[config.mk]
export PLATFORM = sky130hd
export DESIGN_NAME = led_blinker_multi
export DESIGN_NICKNAME = d
export VERILOG_FILES = /design/src/rtl/led_pkg.sv /design/src/rtl/tick_gen.sv /design/src/rtl/led_blinker_multi.sv
export SDC_FILE = /design/constraint.sdc
export NUM_CORES = 1
export LEC_CHECK = 0
export ABC_AREA = 1
export CORE_ASPECT_RATIO = 1.5
export CORE_MARGIN = 4
export CORE_UTILIZATION = 30
export CTS_CLUSTER_DIAMETER = 100
export DETAILED_ROUTE_END_ITERATION = 10
export GPL_TIMING_DRIVEN = 0
export REMOVE_ABC_BUFFERS = 1
export SLEW_MARGIN = 20
export SYNTH_ARGS = -nofsm -noshare
export SYNTH_HDL_FRONTEND = slang
export SYNTH_SLANG_ARGS = --single-unit
export TNS_END_PERCENT = 30
[constraint.sdc]
create_clock -name sys_clk -period 8.05 [get_ports sys_clk]
set_input_delay 0.805 -clock sys_clk [delete_from_list [all_inputs] [get_ports sys_clk]]
set_output_delay 0.805 -clock sys_clk [all_outputs]
set_load 0.02 [all_outputs]
[src/rtl/led_pkg.sv]
// Shared constants for the multi-channel LED blinker: channel modes and width helpers.
package led_pkg;

  localparam logic [1:0] MODE_OFF   = 2'b00;
  localparam logic [1:0] MODE_ON    = 2'b01;
  localparam logic [1:0] MODE_BLINK = 2'b10;
  localparam logic [1:0] MODE_BURST = 2'b11;

  // Index width for n items, never narrower than one bit.
  function automatic int unsigned ch_width(input int unsigned n);
    return (n <= 1) ? 1 : $clog2(n);
  endfunction

endpackage

[src/rtl/tick_gen.sv]
// Free-running prescaler; emits a registered one-cycle tick every TICK_MAX+1 cycles.
module tick_gen #(
  parameter int unsigned TICK_MAX = 49_999
) (
  input  logic sys_clk,
  input  logic sys_rst,
  output logic tick
);

  localparam int unsigned PW = led_pkg::ch_width(TICK_MAX + 1);

  logic [PW-1:0] pcnt_q, pcnt_d;
  logic          tick_q;
  logic          at_max;

  assign at_max = (pcnt_q == PW'(TICK_MAX));

  always_comb begin
    pcnt_d = at_max ? '0 : pcnt_q + 1'b1;
  end

  always_ff @(posedge sys_clk or posedge sys_rst) begin
    if (sys_rst) begin
      pcnt_q <= '0;
      tick_q <= 1'b0;
    end else begin
      pcnt_q <= pcnt_d;
      tick_q <= at_max;
    end
  end

  assign tick = tick_q;

endmodule

[src/rtl/led_blinker_multi.sv]
// Multi-channel LED driver: shared tick, per-channel OFF/ON/BLINK/BURST with run-time config.
module led_blinker_multi
  import led_pkg::*;
#(
  parameter int unsigned CH_NUM     = 4,
  parameter int unsigned TICK_MAX   = 49_999,
  parameter int unsigned PER_W      = 12,
  parameter int unsigned BST_W      = 8,
  parameter logic [1:0]  RST_MODE   = MODE_BLINK,
  parameter int unsigned RST_PERIOD = 500,
  localparam int unsigned CH_W      = ch_width(CH_NUM)
) (
  input  logic              sys_clk,
  input  logic              sys_rst,
  input  logic              cfg_wr,
  input  logic [CH_W-1:0]   cfg_ch,
  input  logic [1:0]        cfg_mode,
  input  logic [PER_W-1:0]  cfg_period,
  input  logic [BST_W-1:0]  cfg_burst,
  output logic [CH_NUM-1:0] led_out,
  output logic [CH_NUM-1:0] burst_done,
  output logic              tick
);

  tick_gen #(
    .TICK_MAX(TICK_MAX)
  ) u_tick_gen (
    .sys_clk(sys_clk),
    .sys_rst(sys_rst),
    .tick   (tick)
  );

  for (genvar i = 0; i < CH_NUM; i++) begin : g_ch
    logic [1:0]       mode_q, mode_d;
    logic [PER_W-1:0] per_q, per_d;
    logic [PER_W-1:0] ph_q, ph_d;
    logic [PER_W-1:0] p_m1;
    logic [BST_W-1:0] rem_q, rem_d;
    logic             led_q, led_d;
    logic             done_q, done_d;
    logic             hit;

    // Out-of-range channel numbers match no channel, so such writes are dropped.
    assign hit  = cfg_wr && (cfg_ch == CH_W'(i));
    assign p_m1 = (per_q == '0) ? '0 : per_q - 1'b1;

    always_comb begin
      mode_d = mode_q;
      per_d  = per_q;
      ph_d   = ph_q;
      rem_d  = rem_q;
      led_d  = led_q;
      done_d = 1'b0;
      if (hit) begin
        mode_d = cfg_mode;
        per_d  = cfg_period;
        rem_d  = cfg_burst;
        ph_d   = '0;
        led_d  = (cfg_mode != MODE_OFF);
        if (cfg_mode == MODE_BURST && cfg_burst == '0) begin
          mode_d = MODE_OFF;
          led_d  = 1'b0;
          done_d = 1'b1;
        end
      end else begin
        unique case (mode_q)
          MODE_OFF: begin
            led_d = 1'b0;
            ph_d  = '0;
          end
          MODE_ON: begin
            led_d = 1'b1;
            ph_d  = '0;
          end
          default: begin
            if (tick) begin
              if (ph_q == p_m1) begin
                ph_d  = '0;
                led_d = ~led_q;
                // Each falling edge consumes one burst pulse; the last one retires the channel.
                if (mode_q == MODE_BURST && led_q) begin
                  rem_d = rem_q - 1'b1;
                  if (rem_q <= BST_W'(1)) begin
                    rem_d  = '0;
                    mode_d = MODE_OFF;
                    done_d = 1'b1;
                  end
                end
              end else begin
                ph_d = ph_q + 1'b1;
              end
            end
          end
        endcase
      end
    end

    always_ff @(posedge sys_clk or posedge sys_rst) begin
      if (sys_rst) begin
        mode_q <= RST_MODE;
        per_q  <= PER_W'(RST_PERIOD);
        ph_q   <= '0;
        rem_q  <= '0;
        led_q  <= 1'b0;
        done_q <= 1'b0;
      end else begin
        mode_q <= mode_d;
        per_q  <= per_d;
        ph_q   <= ph_d;
        rem_q  <= rem_d;
        led_q  <= led_d;
        done_q <= done_d;
      end
    end

    assign led_out[i]    = led_q;
    assign burst_done[i] = done_q;
  end

endmodule

; Word level (Yosys, flattened, before mapping)
; Cells that the tools add are included.
[word_totals]
output_inout_bits = 9
regBits = 161
wordCells = 244
[op_classes]
order_cmp = 4
eq_ne = 21
bitwise = 4
n_addsub = 13
mux = 112
n_reduce_logical = 64
[ops]
columns = cell, count
row1 = 2-to-1 mux 12 bit, 20
row2 = 2-to-1 mux 8 bit, 24
row3 = 2-to-1 mux 2 bit, 25
row4 = "adder 12 x 1 -> 12 bit, second input constant", 4
row5 = equality test 12 bit, 4
row6 = zero test 12 bit, 4
row7 = "subtractor 12 x 1 -> 12 bit, second input constant", 4
row8 = 2-to-1 mux 1 bit, 38
row9 = nonzero test 2 bit, 17
row10 = "<= comparator 8 x 1 -> 1 bit, second input constant", 4
row11 = nonzero test 4 bit, 8
row12 = "subtractor 8 x 1 -> 8 bit, second input constant", 4
row13 = AND reduction 5 bit, 4
row14 = "adder 16 x 1 -> 16 bit, second input constant", 1
row15 = "equality test 16 bit, second input constant", 1
row16 = 2-to-1 mux 16 bit, 1
row17 = AND reduction 4 bit, 4
row18 = "equality test 2 bit, second input constant", 7
row19 = nonzero test 3 bit, 4
row20 = "equality test 2 x 1 -> 1 bit, second input constant", 5
row21 = zero test 2 bit, 5
row22 = logical AND 1 bit, 9
row23 = zero test 8 bit, 1
row24 = "inequality test 2 x 1 -> 1 bit, second input constant", 4
row25 = 4 further kinds, 16

; Longest topological paths before layout
; Gate-level depths: netlist of run 1.
[depth]
ltp_word = 7
mapped_depth = 19

; Modules after synthesis
; Synthesis of run 1 repeated with hierarchy kept, for this count alone.
[hier_totals]
hier_cells = 1553
area_unflattened_um2 = 10774.1
[modules_own_cells]
columns = mod, seq_area_each_um2, area_per_inst_um2, instances, cells_per_inst
row1 = led_blinker_multi, 3638.5, 9867.0, 1, 1431
row2 = tick_gen, 425.4, 907.1, 1, 122

; Worst setup path after synthesis of run 1
; OpenSTA, ideal clock, no wires.
[synth_timing]
path_kind = input-to-reg
startpoint = input cfg_wr
endpoint = register g_ch[0].ph_q[11]
t_required_ns = 7.972
slack_ns = 5.797
path_stages = 9
setup_ns = 0.078
arrival_time_ns = 2.176
cell_sequence = inv_1 -> nor3_2 -> nor3_1 -> nor2_1 -> nand3_1 -> nor3_1 -> nand3_1 -> xor2_1 -> a21oi_1
[synth_via]
elab_chain_cells = 2
[synth_lines]
columns = item, line_no
row1 = "start, declared", led_blinker_multi.sv:15  ; input logic cfg_wr,
row2 = logical AND 1 bit (*), led_blinker_multi.sv:44  ; assign hit = cfg_wr && (cfg_ch == CH_W'(i));
row3 = nonzero test 3 bit (no line) / 2-to-1 mux 12 bit (equally long branches), n/a
row4 = "end signal, assigned", led_blinker_multi.sv:109  ; ph_q <= ph_d;
row5 = "end, declared", led_blinker_multi.sv:36  ; logic [PER_W-1:0] ph_q, ph_d;
; Mark *: on every way between the ends. The rest lies on a longest branch, timed or not.
; A chain may end at the register's enable or synchronous reset.

; Final worst setup path of run 1
[layout_timing]
startpoint = input cfg_ch[0]
endpoint = register g_ch[0].led_q
[layout_via]
elab_chain_cells = 4
[layout_lines]
columns = item, line_no
row1 = "start, declared", led_blinker_multi.sv:16  ; input logic [CH_W-1:0] cfg_ch,
row2 = zero test 2 bit (*), led_blinker_multi.sv:44
row3 = logical AND 1 bit (*), led_blinker_multi.sv:44
row4 = nonzero test 4 bit (no line), n/a
row5 = AND reduction 2 bit (no line), n/a
row6 = "end signal, assigned", led_blinker_multi.sv:111  ; led_q <= led_d;
row7 = "end, declared", led_blinker_multi.sv:39  ; logic led_q, led_d;
; Marked as above.

==> impl_metrics.csv, run 1 <==
group,metric,value,unit
placement,numPortBuffers,35,
pwr,irDropWorstVdd,158,µV
detailed_routing,finalWirelength,27.9,mm
synthesis,synthesis.instances,1546,
global_routing,grt_antenna_before_repair,0,
hold_path,min_path_type,"reg -> reg",
pwr,power.density_cell_area,240,mW/mm²
synthesis,combinational_family_with_the_most_area_after_synthesis,"simple AND/OR/NAND/NOR gates",
floorplan,rows,84,
synthesis,syn_area,0.0107,mm²
synthesis,post_synth_and_or_nand_nor_area_fraction,36.0,%
critical_path,startpoint_type,"input pin",
pwr,power.static_leakage,5.76,nW
synthesis,synth.yosys.seq_area_share,37.9,%
detailed_routing,drt_pre_antenna_iters,6,
placement,post-place-cells,2014,
layout,layout.area.seq,0.00406,mm²
floorplan,floorplan.die.width,162,µm
clock_tree,cts.htree.levels,4,
status,run_status,"complete, no violations",
layout,fin_nets,1604,
synthesis,yosysUniqueCellTypes,46,
detailed_routing,dr_total_vias,9854,
layout,top_library_cells_by_usage_in_the_layout_fill_and_taps_aside,"nand2_1, inv_1, nand3_1",
clock_tree,post_cts.resized_instances,0,
timing,min_period_over_period,43.8,%
timing,worst_slew_pin_slew,0.898,ns
global_routing,number_of_global_route_vias_before_repair,9563,
clock_tree,tritoncts_clock_tree,"built",
clock_tree,clk_transition_reported_paths,0.07,ns
detailed_routing,antenna_left,0,
layout,finalInstanceArea,0.0121,mm²
timing,final.setup.tns,0,ns
clock_tree,hold_buffers,0,
critical_path,setup.worst_path.end_class,"register",
placement,place_area,0.0115,mm²
global_routing,overflow,0,
timing,grt_setup_unrepaired,"no",
synthesis,postSynthRegisterBits,161,
critical_path,critPathArrivalTime,3.86,ns
synthesis,synth_fa_ha_area_share,1.98,%
placement,placer_congestion,0.908,
layout,post_route_cells_drive_above_1_share,6.68,%
layout,insertedDiodeCount,0,
timing,max_freq,284,MHz
clock_tree,cts_inserted_buffers,17,
synthesis,synthXorXnorAreaFrac,5.14,%
floorplan,core_area,0.0352,mm²
timing,timing_hold_violations_final,0,
synthesis,post_synth_mux_area_share,0,%
detailed_routing,route.detailed.wl_per_inst,13.6,µm
global_routing,grt_first_pass_wirelength,46.7,mm
job,timing.max_cap.violations,0,
synthesis,avgSynthCellArea,6.94,µm²
layout,fill_cells,3821,
layout,layout_commonest_cell,"nand2_1",
detailed_routing,initialDrtViolationCount,503,
timing,finalSetupViolCount,0,
detailed_routing,drcViolationCount,0,
clock_tree,cts.path.max_buffers,2,
layout,layout.cells.non_filler,2046,
critical_path,critical_path_class,"in -> reg",
layout,syn_to_final_growth,12.9,%
synthesis,yosysWarnings,0,
clock_tree,clk-insertion-delay-late,0.45,ns
timing,slew_viol_final,0,
global_routing,grt_use_total,14.7,%
critical_path,required,8.39,ns
global_routing,grt_max_degree,102,
clock_tree,clock_tree.root_cell,"clkbuf_16",
layout,multi_input_gate_area_in_the_final_layout,0.00568,mm²
floorplan,starting_density,30.5,%
critical_path,critical_path.max_fanout,26,
timing,timing.slew.headroom,39.9,%
placement,post-dp-hpwl,21.0,mm
floorplan,die_height,240,µm
clock_tree,postCtsSetupBuffers,0,
floorplan,die-area,0.0389,mm²
timing,clock_skew,0.0105,ns
timing,final.min_clock_period,3.52,ns
detailed_routing,post_drt_via_cell_ratio,4.82,
critical_path,ff2ff_setup_slack,5.27,ns
floorplan,top_level_port_count,36,
synthesis,synth-compound-area-share,9.56,%
clock_tree,cts_num_sinks,161,
==> flip-flops by register name (all words and copies together) (netlist names) <==
register and cells:
g_ch.per_q 48, g_ch.ph_q 48, g_ch.rem_q 32, u_tick_gen.pcnt_q 16
g_ch.mode_q 8, g_ch.done_q 4, g_ch.led_q 4, u_tick_gen.tick 1
==> through the flow <==
stage	setup WS (ns)	utilization (%)	hold WS, ns	total power [mW]
3_5_place_dp	4.07	32.6	0.479	2.05
6_report	4.53	34.4	0.485	2.91
5_1_grt	4.18	34.4	0.515	3.13
4_1_cts	4.56	34.4	0.488	2.94
2_1_floorplan	2.94	-	0.454	1.80
3_3_place_gp	0.426	32.4	0.469	2.02
==> metal layers <==
metal | wire [µm] | up-vias | global-route usage [%]
met5 | 0 | - | 0
met4 | 937 | 0 | 6.33
met3 | 898 | 56 | 2.89
met2 | 14100 | 160 | 26.0
met1 | 12000 | 4615 | 17.2
li1 | - | 5023 | -
==> final cells by class <==
| type | count | share of cell area (%) |
|---|---|---|
| clock buffers | 27 | 4.07 |
| repair buffers | 39 | 3.40 |
| clock inverters | 5 | 1.03 |
| inverters | 198 | 6.20 |
| multi-input cells | 1143 | 46.9 |
| flip-flops and latches | 161 | 33.6 |
| well taps | 473 | 4.89 |
==> Yosys cell counts, drive strengths merged <==
master	instances	share of area, %
a21boi	1	0.070
a21o	1	0.070
a21oi	52	2.5
a22oi	3	0.21
a2bb2oi	1	0.082
a31oi	1	0.058
a32oi	1	0.082
and2	3	0.17
and3	1	0.058
buf	24	1.8
clkbuf	20	0.70
clkinv	3	0.10
dfrtp	133	31
dfstp	28	6.9
ha	17	2.0
inv	195	6.8
nand2	475	17
nand3	154	7.4
nand3b	6	0.45
nand4	50	2.9
nor2	153	5.9
nor3	28	1.4
nor4	6	0.35
o2111ai	3	0.24
o211ai	5	0.35
o21ai	89	4.3
o22ai	25	1.5
o31ai	1	0.070
o32ai	1	0.082
or2	3	0.17
xnor2	12	0.98
xor2	51	4.2
==> worst max-delay path, stage by stage <==
cell and delay (ns):
clkdlybuf4s50_1 0.53, nor3_4 0.78, clkinv_1 0.84, nand3_1 0.67
nand2_1 0.09, nand2_1 0.08, nand2_1 0.05
==> worst paths after layout <==
| kind | startpoint | to | depth (start not counted) |
|---|---|---|---|
| setup / recovery | cfg_ch[0] | g_ch[0].led_q | 7 |
| hold / removal | u_tick_gen.pcnt_q[0] | u_tick_gen.pcnt_q[0] | 1 |
| setup reg to reg | g_ch[2].per_q[0] | g_ch[2].led_q | 15 |
| hold reg to reg | u_tick_gen.pcnt_q[0] | u_tick_gen.pcnt_q[0] | 1 |
| max in group asynchronous | sys_rst | g_ch[2].mode_q[1] | 3 |
| min in group asynchronous | sys_rst | g_ch[1].per_q[11] | 2 |
==> report_power, final <==
| group | internal (mW) | switching (mW) | total, mW | leakage, nW |
|---|---|---|---|---|
| logic | 0.368 | 0.587 | 0.954 | 3.43 |
| clock network | 0.544 | 0.328 | 0.872 | 0.300 |
| registers | 0.949 | 0.131 | 1.08 | 2.03 |
| total | 1.86 | 1.05 | 2.91 | 5.76 |
==> kinds of logic after synthesis <==
family / Yosys count
compound gates: 184
flops: 161
buf+inv: 242
fa+ha+maj: 17
xor+xnor: 63
simple gates: 879
Power figures use the tool's default switching activity.
==> inputs of run 2 (changes only) <==
==> constraint.sdc (replaced) <==
create_clock -name sys_clk -period 2.9 [get_ports sys_clk]
set_input_delay 0.29 -clock sys_clk [delete_from_list [all_inputs] [get_ports sys_clk]]
set_output_delay 0.29 -clock sys_clk [all_outputs]
set_load 0.02 [all_outputs]
==> run 2 against run 1 <==
Register-to-register slack got worse by 5.0 ns. Die area did not move. Cell count did not move. First-iteration DRC count fell by 9.3%. Sequential power grew to 2.8 times the previous value. Worst setup slack worse by 4.3 ns. Routed wire length rose by 0.13%. Global-route usage unchanged. Sequential share of layout area fell by 0.11 points. Via count about the same. Count of clock-buffer cells in the layout did not move.
==> impl_metrics.csv, run 2 (synthesis results as in run 1) <==
group,metric,value,unit
global_routing,grt_antenna_before_repair,0,
layout,reg_top3,"g_ch.per_q (48), g_ch.ph_q (48), g_ch.rem_q (32)",
job,timing.max_cap.violations,0,
clock_tree,clk-insertion-delay-late,0.45,ns
detailed_routing,antenna_left,0,
timing,min_period_over_period,92.1,%
critical_path,critical_path_class,"in -> reg",
floorplan,top_level_port_count,36,
timing,finalSetupViolCount,0,
layout,layout_commonest_cell,"nand2_1",
layout,postLayoutCoreUtil,34.5,%
global_routing,grt_use_total,14.7,%
timing,clock_skew,0.00922,ns
floorplan,rows,84,
layout,post_route_cells_drive_above_1_share,7.18,%
timing,grt_setup_unrepaired,"yes",
clock_tree,cts_num_sinks,161,
critical_path,setup.worst_path.end_class,"register",
critical_path,cp_cell_sequence,"clkdlybuf4s50_1 > nor3_4 > nor3_1 > nor2_1 > nand3_1 > nor3_1 > nand3_1 > xor2_1 > a21oi_1",
clock_tree,cts_inserted_buffers,17,
clock_tree,postCtsSetupBuffers,0,
floorplan,core_area,0.0352,mm²
timing,worst_slew_pin_slew,0.911,ns
detailed_routing,finalWirelength,27.9,mm
layout,syn_to_final_growth,13.2,%
clock_tree,clk_transition_reported_paths,0.06,ns
detailed_routing,initialDrtViolationCount,456,
hold_path,min_path_type,"in -> async",
critical_path,required,3.26,ns
placement,numPortBuffers,35,
floorplan,die_height,240,µm
pwr,irDropWorstVdd,437,µV
timing,final.setup.tns,0,ns
global_routing,grt_max_degree,102,
placement,placer_congestion,0.908,
detailed_routing,highest-signal-layer,"met4",
clock_tree,hold_buffers,0,
detailed_routing,routed_met3_length,942,µm
timing,final.min_clock_period,2.67,ns
layout,top_library_cells_by_usage_in_the_layout_fill_and_taps_aside,"nand2_1, inv_1, nand3_1",
detailed_routing,m1_wire_length,11.9,mm
critical_path,r2r-start,"g_ch[0].per_q[0]",
clock_tree,clock_tree.root_cell,"clkbuf_16",
timing,worst_hold_slack,0.284,ns
detailed_routing,met2_wirelength_from_detailed_routing,14.2,mm
timing,timing.slew.headroom,39.1,%
floorplan,floorplan.die.width,162,µm
critical_path,endpoint_of_the_most_critical_register_to_register_path,"g_ch[0].rem_q[5]",
critical_path,cpPeakStageDelay,0.79,ns
floorplan,starting_density,30.5,%
timing,max_freq,374,MHz
detailed_routing,dr_total_vias,9860,
critical_path,cp_slowest_cell,"nor3_4",
floorplan,die-area,0.0389,mm²
clock_tree,cts.htree.levels,4,
timing,timing_hold_violations_final,0,
detailed_routing,drt_pre_antenna_iters,5,
critical_path,worst_setup_path_startpoint,"cfg_ch[0]",
critical_path,critPathArrivalTime,3.04,ns
critical_path,critical_path.max_fanout,26,
placement,post-dp-hpwl,21.0,mm
detailed_routing,route.detailed.wl_per_inst,13.7,µm
clock_tree,tritoncts_clock_tree,"built",
detailed_routing,post_drt_via_cell_ratio,4.82,
pwr,power.static_leakage,5.81,nW
global_routing,grt_first_pass_wirelength,46.7,mm
clock_tree,cts.path.max_buffers,2,
pwr,power.density_cell_area,665,mW/mm²
critical_path,startpoint_type,"input pin",
status,run_status,"complete, no violations",
detailed_routing,drcViolationCount,0,
global_routing,number_of_global_route_vias_before_repair,9563,
layout,insertedDiodeCount,0,
layout,fin_nets,1604,
global_routing,overflow,0,
critical_path,cp_top_family,"simple AND/OR/NAND/NOR gates",
pwr,power.total,8.08,mW
critical_path,ff2ff_setup_slack,0.31,ns
critical_path,ff2ff_path_depth,13,
timing,slew_viol_final,0,
critical_path,crit_buf_inv,1,
==> run 2: cell types whose count changed in the layout (fill, tap and decap cells not counted), sizes merged <==
cell	previous run	this run
clkinv	4	3
clkinvlp	0	1
==> run 2: report_power, final <==
group	internal, mW	switching, mW	total (mW)
logic	1.02	1.64	2.66
registers	2.64	0.363	3.00
clock network	1.51	0.910	2.42
total	5.17	2.91	8.08
==> run 2: metal layers <==
metal / vias to the layer above / track usage, %
met5: - / 0
met4: 0 / 6.33
met3: 55 / 2.89
met2: 153 / 26.0
met1: 4628 / 17.2
li1: 5024 / -
==> run 2: through the flow <==
| stage | area, µm² | instances | worst slack, ns |
|---|---|---|---|
| 6_report | 12200 | 2046 | 0.229 |
| 4_1_cts | 12100 | 2046 | 0.0988 |
| 3_5_place_dp | 11500 | 2014 | -0.562 |
| 5_1_grt | 12200 | 2046 | -0.0440 |
| 2_1_floorplan | 10500 | 1502 | -1.69 |
| 3_3_place_gp | 11400 | 2010 | -4.21 |
==> run 2: area by class of cell <==
| class | instances | area, µm² |
|---|---|---|
| timing repair buffer | 39 | 412 |
| fill | 3818 | 23100 |
| clock inverter | 5 | 125 |
| sequential | 161 | 4060 |
| inverter | 198 | 756 |
| multi-input combinational | 1143 | 5710 |
| clock buffer | 27 | 493 |
| tap | 473 | 592 |
==> run 2: what timing repair did <==
| item | in CTS | in global routing |
|---|---|---|
| setup endpoints to repair | 14 | 61 |
| endpoints found under the hold margin | 0 | 0 |
| resized for setup | 1 | 11 |
==> run 2: worst max path at each step <==
stage,slack (ns),cells after the start,end
2_1_floorplan,-1.69,1,g_ch[0].done_q
3_3_place_gp,-4.21,2,u_tick_gen.pcnt_q[8]
3_5_place_dp,-0.56,7,g_ch[0].led_q
4_1_cts,0.1,15,g_ch[2].led_q
5_1_grt,-0.04,10,g_ch[0].ph_q[11]
6_report,0.23,9,g_ch[0].ph_q[11]
